<file path="src/rtl/coherent_sampler_counter.sv">
`default_nettype none
// ============================================================================
// Module   : coherent_sampler_counter
// Brief    : Synchronises and debounces the coherent-sampler bit, measures the
//            beat period between accepted rising edges and offers it to the
//            configuration matching controller over a req/ack handshake.
//            Optional macro CS_DROP_CNT_EN adds a dropped-measurement counter.
// Revision : 1.0 - initial release
// ============================================================================
module coherent_sampler_counter #(
  parameter int CSCntLength   = 16,
  parameter int FilterLen     = 2,
  parameter int DropCntLength = 8
) (
  input  logic                     clk,
  input  logic                     rst,
  input  logic                     sampleIn_i,
  input  logic                     restart_i,
  output logic [CSCntLength-1:0]   CSCnt_o,
  output logic                     CSReq_o,
  input  logic                     CSAck_i
`ifdef CS_DROP_CNT_EN
  ,
  output logic [DropCntLength-1:0] dropCnt_o
`endif
);

  localparam logic [3:0] c_RUN_LAST = 4'(FilterLen - 1);

  if (FilterLen < 1 || FilterLen > 15 || DropCntLength < 1) begin : g_param_check
    $error("coherent_sampler_counter: FilterLen must be 1..15 and DropCntLength >= 1");
  end

  typedef enum logic [0:0] {
    WAIT_FIRST = 1'b0,
    RUN        = 1'b1
  } state_t;

  logic                   sync1_q;
  logic                   sync2_q;
  logic                   filt_q;
  logic                   filt_d;
  logic                   filt_prev_q;
  logic [3:0]             run_q;
  logic [3:0]             run_d;
  state_t                 state_q;
  state_t                 state_d;
  logic [CSCntLength-1:0] cnt_q;
  logic [CSCntLength-1:0] cnt_d;
  logic [CSCntLength-1:0] cs_cnt_q;
  logic [CSCntLength-1:0] cs_cnt_d;
  logic                   cs_req_q;
  logic                   cs_req_d;
  logic                   w_event;

`ifdef CS_DROP_CNT_EN
  logic [DropCntLength-1:0] drop_q;
  logic [DropCntLength-1:0] drop_d;
`endif

  // The run counter only advances while the synchronised level disagrees.
  always_comb begin
    filt_d = filt_q;
    run_d  = '0;
    if (sync2_q != filt_q) begin
      if (run_q == c_RUN_LAST) begin
        filt_d = sync2_q;
      end else begin
        run_d = run_q + 4'd1;
      end
    end
  end

  assign w_event = filt_q & ~filt_prev_q;

  always_comb begin
    state_d  = state_q;
    cnt_d    = cnt_q;
    cs_cnt_d = cs_cnt_q;
    cs_req_d = cs_req_q & ~CSAck_i;
`ifdef CS_DROP_CNT_EN
    drop_d   = drop_q;
`endif
    if (restart_i) begin
      state_d  = WAIT_FIRST;
      cnt_d    = '0;
      cs_req_d = 1'b0;
`ifdef CS_DROP_CNT_EN
      drop_d   = '0;
`endif
    end else begin
      case (state_q)
        WAIT_FIRST: begin
          if (w_event) begin
            state_d = RUN;
            cnt_d   = CSCntLength'(1);
          end
        end
        RUN: begin
          if (w_event) begin
            cnt_d = CSCntLength'(1);
            // An ack on the event edge frees the slot for the new value.
            if (!cs_req_q || CSAck_i) begin
              cs_cnt_d = cnt_q;
              cs_req_d = 1'b1;
            end else begin
`ifdef CS_DROP_CNT_EN
              if (drop_q != '1) begin
                drop_d = drop_q + DropCntLength'(1);
              end
`endif
            end
          end else if (cnt_q != '1) begin
            cnt_d = cnt_q + CSCntLength'(1);
          end
        end
        default: begin
          state_d = WAIT_FIRST;
        end
      endcase
    end
  end

  always_ff @(posedge clk or posedge rst) begin
    if (rst) begin
      sync1_q     <= 1'b0;
      sync2_q     <= 1'b0;
      filt_q      <= 1'b0;
      filt_prev_q <= 1'b0;
      run_q       <= '0;
      state_q     <= WAIT_FIRST;
      cnt_q       <= '0;
      cs_cnt_q    <= '0;
      cs_req_q    <= 1'b0;
`ifdef CS_DROP_CNT_EN
      drop_q      <= '0;
`endif
    end else begin
      sync1_q     <= sampleIn_i;
      sync2_q     <= sync1_q;
      filt_q      <= filt_d;
      filt_prev_q <= filt_q;
      run_q       <= run_d;
      state_q     <= state_d;
      cnt_q       <= cnt_d;
      cs_cnt_q    <= cs_cnt_d;
      cs_req_q    <= cs_req_d;
`ifdef CS_DROP_CNT_EN
      drop_q      <= drop_d;
`endif
    end
  end

  assign CSCnt_o = cs_cnt_q;
  assign CSReq_o = cs_req_q;
`ifdef CS_DROP_CNT_EN
  assign dropCnt_o = drop_q;
`endif

endmodule
`default_nettype wire

</file>
<file path="config.mk">
export PLATFORM = sky130hd
export DESIGN_NAME = coherent_sampler_counter
export DESIGN_NICKNAME = d
export VERILOG_FILES = /design/src/rtl/coherent_sampler_counter.sv
export SDC_FILE = /design/constraint.sdc
export NUM_CORES = 1
export LEC_CHECK = 0
export CORE_AREA = 2 2 66 68
export CTS_BUF_LIST = sky130_fd_sc_hd__clkbuf_8
export DETAILED_ROUTE_END_ITERATION = 10
export DIE_AREA = 0 0 68 70
export PLACE_DENSITY = 0.7
export SLEW_MARGIN = 20
export SYNTH_ARGS = -nofsm -noshare
export SYNTH_HDL_FRONTEND = slang
export SYNTH_SLANG_ARGS = --single-unit
export TNS_END_PERCENT = 20
</file>
<file path="constraint.sdc">
create_clock -name clk -period 2.3 [get_ports clk]
set_clock_uncertainty 0.1 [all_clocks]
set_input_delay 0.23 -clock clk [delete_from_list [all_inputs] [get_ports clk]]
set_output_delay 0.23 -clock clk [all_outputs]
set_load 0.05 [all_outputs]
</file>
=== Word-level counts from Yosys, hierarchy flattened ===
Index checks and enable logic that the tools add are counted.
W data, S select, Z words.

* Multiplexer cells: 14
* Reductions and logical operators: 5
* Add/subtract/negate cells: 2
* Bitwise gates (word level): 6
* Equal/unequal tests: 5

{| class="wikitable"
|+ Operators by type and width
! kind !! count
|-
| $mux W16 || 4
|-
| $pmux W16 S2 || 1
|-
| $add A16 B1 Y16 const B || 1
|-
| $ne A16 B16 Y1 const B || 1
|-
| $mux W4 || 2
|-
| $mux W1 || 7
|-
| $add A4 B1 Y4 const B || 1
|-
| $eq A4 B1 Y1 const B || 1
|-
| $ne A4 B2 Y1 const B || 1
|-
| $not A1 Y1 || 4
|-
| $reduce_and A2 Y1 || 2
|-
| $reduce_and A4 Y1 || 1
|-
| $ne A3 B3 Y1 const B || 1
|-
| $and A1 B1 Y1 || 2
|-
| $logic_not A1 Y1 || 1
|-
| $logic_or A1 B1 Y1 || 1
|-
| $ne A1 B1 Y1 || 1
|}

* Output and inout port bits: 17
* Logic and storage cells: 41
* Input port bits: 5
* Register bits after elaboration: 42

=== Logic depth before layout (Yosys ltp) ===
Gate-level depths: netlist of the first run.

* Depth in word-level cells: 6
* Mapped depth: 5

=== Worst setup path after synthesis of the first run ===
Ideal clock, no wire load.

* Path type: reg2reg
* Start point: register filt_q
* End point: register cs_cnt_q[0] (netlist: CSCnt_o[0])
* Buffers on the path: 1
* Data required time: 2.075 ns
* Arrival time: 1.748 ns
* Cell stages (with the launch flop): 6
* Slack: 0.327 ns
* Cells stage by stage: dfrtp_1 -> nor2b_1 -> nand2_1 -> nor3b_2 -> buf_4 -> mux2_2

* Cells in the longest elaborated chain, start to end: 2

{| class="wikitable"
|+ Ends and longest elaborated chain
! element !! RTL line !! source
|-
| from (decl) || 41 || <nowiki>logic filt_q;</nowiki>
|-
| from (signal assigned) || 141 || <nowiki>filt_q <= filt_d;</nowiki>
|-
| $and A1 B1 Y1 || 74 || <nowiki>assign w_event = filt_q & ~filt_prev_q;</nowiki>
|-
| $reduce_and A4 Y1 (no line) || - ||
|-
| to (signal assigned) || 146 || <nowiki>cs_cnt_q <= cs_cnt_d;</nowiki>
|-
| to (decl) || 50 || <nowiki>logic [CSCntLength-1:0] cs_cnt_q;</nowiki>
|}

Every way passes these cells.
A chain may end at the register's enable or synchronous reset.

=== Worst setup path in the final report of the first run ===
* Start point: register filt_q
* End point: register cs_cnt_q[10] (netlist: CSCnt_o[10])

The elaborated chain is that of the path after synthesis.

==> metrics, run 1 <==
crit path buf inv count 1; dpl hpwl around 2600 um; Int Pwr 1.16 mW; Placed Cells about 240; CTS tree built; H-Tree Depth 2; Vias/cell 5.68; Psw 0.485 mW; vias in the first global route 1411; sequential fraction of the synthesis area 54.3%; PwrDens roughly 700 mW/mm^2; die area 0.00476 mm^2; Yosys top cell area share a little over half; die extent in x about 68 um; final setup fails 0; cell chain of the critical path nor2b_1 > nand2_1 > nor3b_2 > buf_4 > mux2_2; main area contributors after synthesis dfrtp_1 (54%), mux2_2 (9.9%), a21oi_1 (3.1%); Worst Setup End Kind register; # nets final around 210; Fillers between 300 and 400; Max Cap Viol 0; core area between 0.004 and 0.005 mm^2; first-pass GRT wire length between 6000 and 7000 um; synthesized area per cell approximately 11 um^2; Post-Route Setup TNS 0 ns; Yosys cell types 38; headroom to the max-slew limit 54.5%; Pleak 0.964 nW; share of layout cells above drive strength 1 between 10% and 20%; final hold vios 0; Finished Layout Cells roughly 250; HP Class reg2reg; WP data arrival roughly 2.1 ns; Switching Fraction 29.5%; Placement Rows 24; post-synthesis register bit count 42; syn_nets around 180; pin count of the biggest net entering global routing 43; die height ~70 um; type of the worst setup path reg2reg; clock root buffer clkbuf_8; total wire length 3610 um; ANT nets after route 0; Initial Utilization between 40% and 50%; f_max between 400 and 500 MHz; CTS Buf Count 5; Total GRT Usage roughly 18%; Tmin final a little over 2 ns; io pins 22; post-CTS setup buffers 0; leading area contributor after synthesis dfrtp_1; async set-or-reset flop fraction in the synthesized netlist between 90% and 100%; gr ovfl total 0; Final Max Tran Viols 0; Sequential Power Share roughly 53%; area grow syn2layout 17.6%; Comb pwr share 18.7%; mapped cell area ~0.0019 mm^2; Reg clk slew, reported paths 0.07 ns; clk_lat worst skew a little under 0.3 ns; Vias between 1000 and 1500; 1st-iter DRT viols 37; worst-margin pin slew 0.676 ns; critical path's top delay family simple AND/OR/NAND/NOR gates; synth warn 0; final worst-path cycle share 87.5%; post-layout util around 55%; Post-synth EDFFs 0; antenna cells 0; initial antenna violation count 0; status finished, final reports clean; CP startpoint kind register; WP data required approximately 2.4 ns; Port Buffers 21; Final GP Congestion about 0.88; max incr delay on CP just under 0.4 ns; CTS resizes 0; drt pass-1 iters 4; clock share of power 28.0%; average wire per standard cell approximately 15 um; Sink Count 42; unrepaired setup endpoints after global routing false; Longest Clk Path Bufs 2; crit-path max FO 16; # DRC 0; hold_buf cts 0; commonest register cell after synthesis dfrtp_1; VDD IR max 0.000398 V; Slowest-stage cell, CP dfrtp_1; Gate Count Post-Synth between 150 and 200
[stage by stage]
step	cell area (um^2)	hold WS (ns)	worst slack, ns	power [mW]
global route	2280	0.257	0.141	1.74
global placement	2190	0.236	0.373	1.18
CTS	2280	0.259	0.283	1.66
finish	2280	0.256	0.287	1.64
floorplan	1940	0.161	0.327	1.12
detailed placement	2190	0.242	0.289	1.20
[cells in the mapped netlist (2+ instances only)]
cell type  instances
o211ai_1           2
nand4_1            3
nand3_1            8
o311ai_0           2
o41ai_1            2
buf_6              2
inv_1              4
and3_1             2
nor2_1            13
or3_1              2
o21ai_0            4
ha_1               3
nor4_1             2
nand2_1           12
o31ai_1            6
or4_1              7
a21oi_1           12
buf_4              2
mux2_2            17
dfrtp_1           42
and4_1             3
nor3_1             4
xor2_1             2
[power groups by stage]
stage	Clock [mW]	Combinational, mW	Sequential [mW]
after detailed placement	0	0.312	0.889
after CTS	0.477	0.312	0.874
final	0.461	0.307	0.875
after global routing	0.510	0.340	0.885
after floorplan	0	0.220	0.904
after global placement	0	0.298	0.881
[logic make-up (layout without fill, tap and decap cells)]
family	after synthesis	in the layout	synth area share, %
AOI/OAI and AO/OA	30	30	9.96
xor gates and xnor gates	3	3	1.36
adders and majority gates	3	3	1.94
buffers and inverters	10	35	3.17
DFF	42	42	54.3
muxes	17	17	9.89
and+or+nand+nor	66	66	19.4
[area by class of cell]
type	count	area, um^2	share of cell area (%)
flip-flops and latches	42	1050	46.2
clock buffers	6	82.6	3.63
multi-input cells	119	823	36.2
inverters	4	15.0	0.659
well taps	52	65.1	2.86
repair buffers	25	240	10.5
[path summary, 6_finish.rpt]
| path | start | to | slack, ns | cells past startpoint |
|---|---|---|---|---|
| max | filt_q | CSCnt_o[10] | 0.29 | 5 |
| min | sync1_q | sync2_q | 0.26 | 0 |
| max reg2reg | filt_q | CSCnt_o[10] | 0.29 | 5 |
| min reg2reg | sync1_q | sync2_q | 0.26 | 0 |
| max in group asynchronous | rst | CSCnt_o[9] | 1.48 | 3 |
| min in group asynchronous | rst | CSCnt_o[12] | 0.27 | 3 |
[placed cells by master (no fill, tap or decap), drive strengths merged, types with 6 or more instances in the layout]
master / instances
or4: 8
nor2: 13
mux2: 17
clkbuf: 6
nand3: 8
clkdlybuf4s50: 21
dfrtp: 42
a21oi: 12
o31ai: 6
nand2: 12
[layer usage]
metal | track usage (%) | wire length [um] | vias to the layer above | part of all wire [%]
met4 | 6.44 | 62 | 0 | 1.7
met2 | 27.5 | 1710 | 29 | 47
met1 | 23.7 | 1680 | 682 | 46
met3 | 5.31 | 160 | 8 | 4.4
li1 | - | - | 689 | -
met5 | 0 | 0 | - | 0
[flip-flops by register name (all words and copies together), names as in the netlist]
signal	count
state_q	1
cnt_q	16
sync2_q	1
CSCnt_o	16
filt_q	1
sync1_q	1
CSReq_o	1
filt_prev_q	1
run_q	4
Power figures use the tool's default switching activity.
==> run 2: changes to the inputs <==
Clock period 2.3 ns to 2.4 ns, I/O delays scaled along.
==> run 2 against run 1 <==
Against the previous run: core utilization shrank 0.51 points; worst setup slack improved by 0.11 ns; die area unchanged; register-to-register slack improved by 0.11 ns; sequential power decreased by 4.2%; global-route usage increased by 0.26 points; count of clock-buffer cells in the layout shrank 1; cell count is 0.40% lower; combinational power down 5%; critical path type unchanged; critical endpoint is now cnt_q[13]; highest routed layer unchanged.
==> metrics, run 2 (synthesis gave the netlist of run 1 again) <==
area grow syn2layout 16.5%; # nets final a little over 200; PwrDens 684 mW/mm^2; crit-path max FO 8; Vias roughly 1400; Worst Setup SP cnt_q[4]; reg-to-reg critical path endpoint cnt_q[13]; WP data arrival 2.12 ns; Placement Rows 24; Place WS between 0.3 and 0.4 ns; pin count of the biggest net entering global routing 43; 1st-iter DRT viols 58; r2r worst-path depth 4; die area around 0.0048 mm^2; most frequent cells in the layout dfrtp_1 (42), clkdlybuf4s50_1 (21), mux2_2 (17); total wire length between 3000 and 4000 um; setup slack, reg-to-reg about 0.4 ns; die height ~70 um; share of layout cells above drive strength 1 between 10% and 20%; dpl hpwl 2620 um; initial antenna violation count 0; Pleak between 0.9 and 1 nW; Max Cap Viol 0; drt pass-1 iters 4; vias in the first global route approximately 1400; CTS tree built; die extent in x 68 um; hold_buf cts 0; Longest Clk Path Bufs 2; final hold vios 0; VDD IR max between 0.0004 and 0.0005 V; status finished, final reports clean; f_max 499 MHz; Vias/cell just under 6; CTS resizes 0; # DRC 0; gr ovfl total 0; placed cell area ~0.0022 mm^2; Tmin final between 2 and 2.5 ns; WP data required around 2.5 ns; Final Instance Area 0.00226 mm^2; headroom to the max-slew limit between 50% and 60%; CP startpoint kind register; Port Buffers 21; Worst Setup EP cnt_q[13]; first-pass GRT wire length ~6500 um; Sink Count 42; antenna cells 0; unrepaired setup endpoints after global routing false; type of the worst setup path reg2reg; HP Class reg2reg; Final GP Congestion approximately 0.8; Initial Utilization between 40% and 50%; final setup fails 0; final worst-path cycle share a little over four fifths; Worst Setup End Kind register; Reg clk slew, reported paths approximately 0.070 ns; core area 0.00414 mm^2; clk_lat worst skew 0.29 ns; Post-Route Setup TNS 0 ns; most common cell after layout, fill and taps aside dfrtp_1; post-CTS setup buffers 0; worst-margin pin slew 0.713 ns; Reg2Reg Launch Point cnt_q[4]; total chip power 1.54 mW; io pins 22; Total GRT Usage a little under a fifth; CTS Buf Count 5; final worst slack between 0.3 and 0.4 ns; average wire per standard cell roughly 15 um; H-Tree Depth 2; Final Max Tran Viols 0; clock root buffer clkbuf_8; ANT nets after route 0
-- run 2: cell types whose count changed in the layout (fill, tap and decap cells not counted), sizes merged --
cell    change
clkbuf      -1
inv         +2
buf         -2
-- run 2: stage by stage --
stage | utilization (%) | hold WS (ns) | std cells
final | 54.4 | 0.261 | 247
after global routing | 54.4 | 0.278 | 247
after CTS | 54.4 | 0.266 | 247
after detailed placement | 52.6 | 0.250 | 240
after global placement | 52.6 | 0.237 | 240
after floorplan | - | 0.171 | 171
-- run 2: worst min path at each step --
stage                    start  endpoint  cells past startpoint
floorplan           sampleIn_i   sync1_q                      0
global placement       sync1_q   sync2_q                      0
detailed placement     sync1_q   sync2_q                      0
CTS                    sync1_q   sync2_q                      0
global route           sync1_q   sync2_q                      0
finish                 sync1_q   sync2_q                      0
-- run 2: cell type report --
type | count | area [um^2]
tap | 52 | 65.1
multi-input combinational | 119 | 823
timing repair buffer | 23 | 225
clock inverter | 2 | 7.51
sequential | 42 | 1050
clock buffer | 5 | 68.8
fill | 370 | 1890
inverter | 4 | 15.0
-- run 2: worst max-delay path, stage by stage (launching register included) --
cell	delay [ns]
dfrtp_1	0.49
nand4_2	0.20
or4_4	0.59
or4_1	0.42
a21oi_1	0.15
-- run 2: where the power goes --
part           switching [mW]  internal, mW
registers              0.0660         0.772
clock network           0.222         0.192
logic                   0.182         0.111
-- run 2: per-layer routing --
metal / track usage (%) / vias up / share of wire (%)
met3: 3.86 / 9 / 3.1
li1: - / 686 / -
met4: 7.11 / 0 / 1.8
met5: 0 / - / 0
met1: 25.6 / 717 / 46
met2: 27.2 / 32 / 49
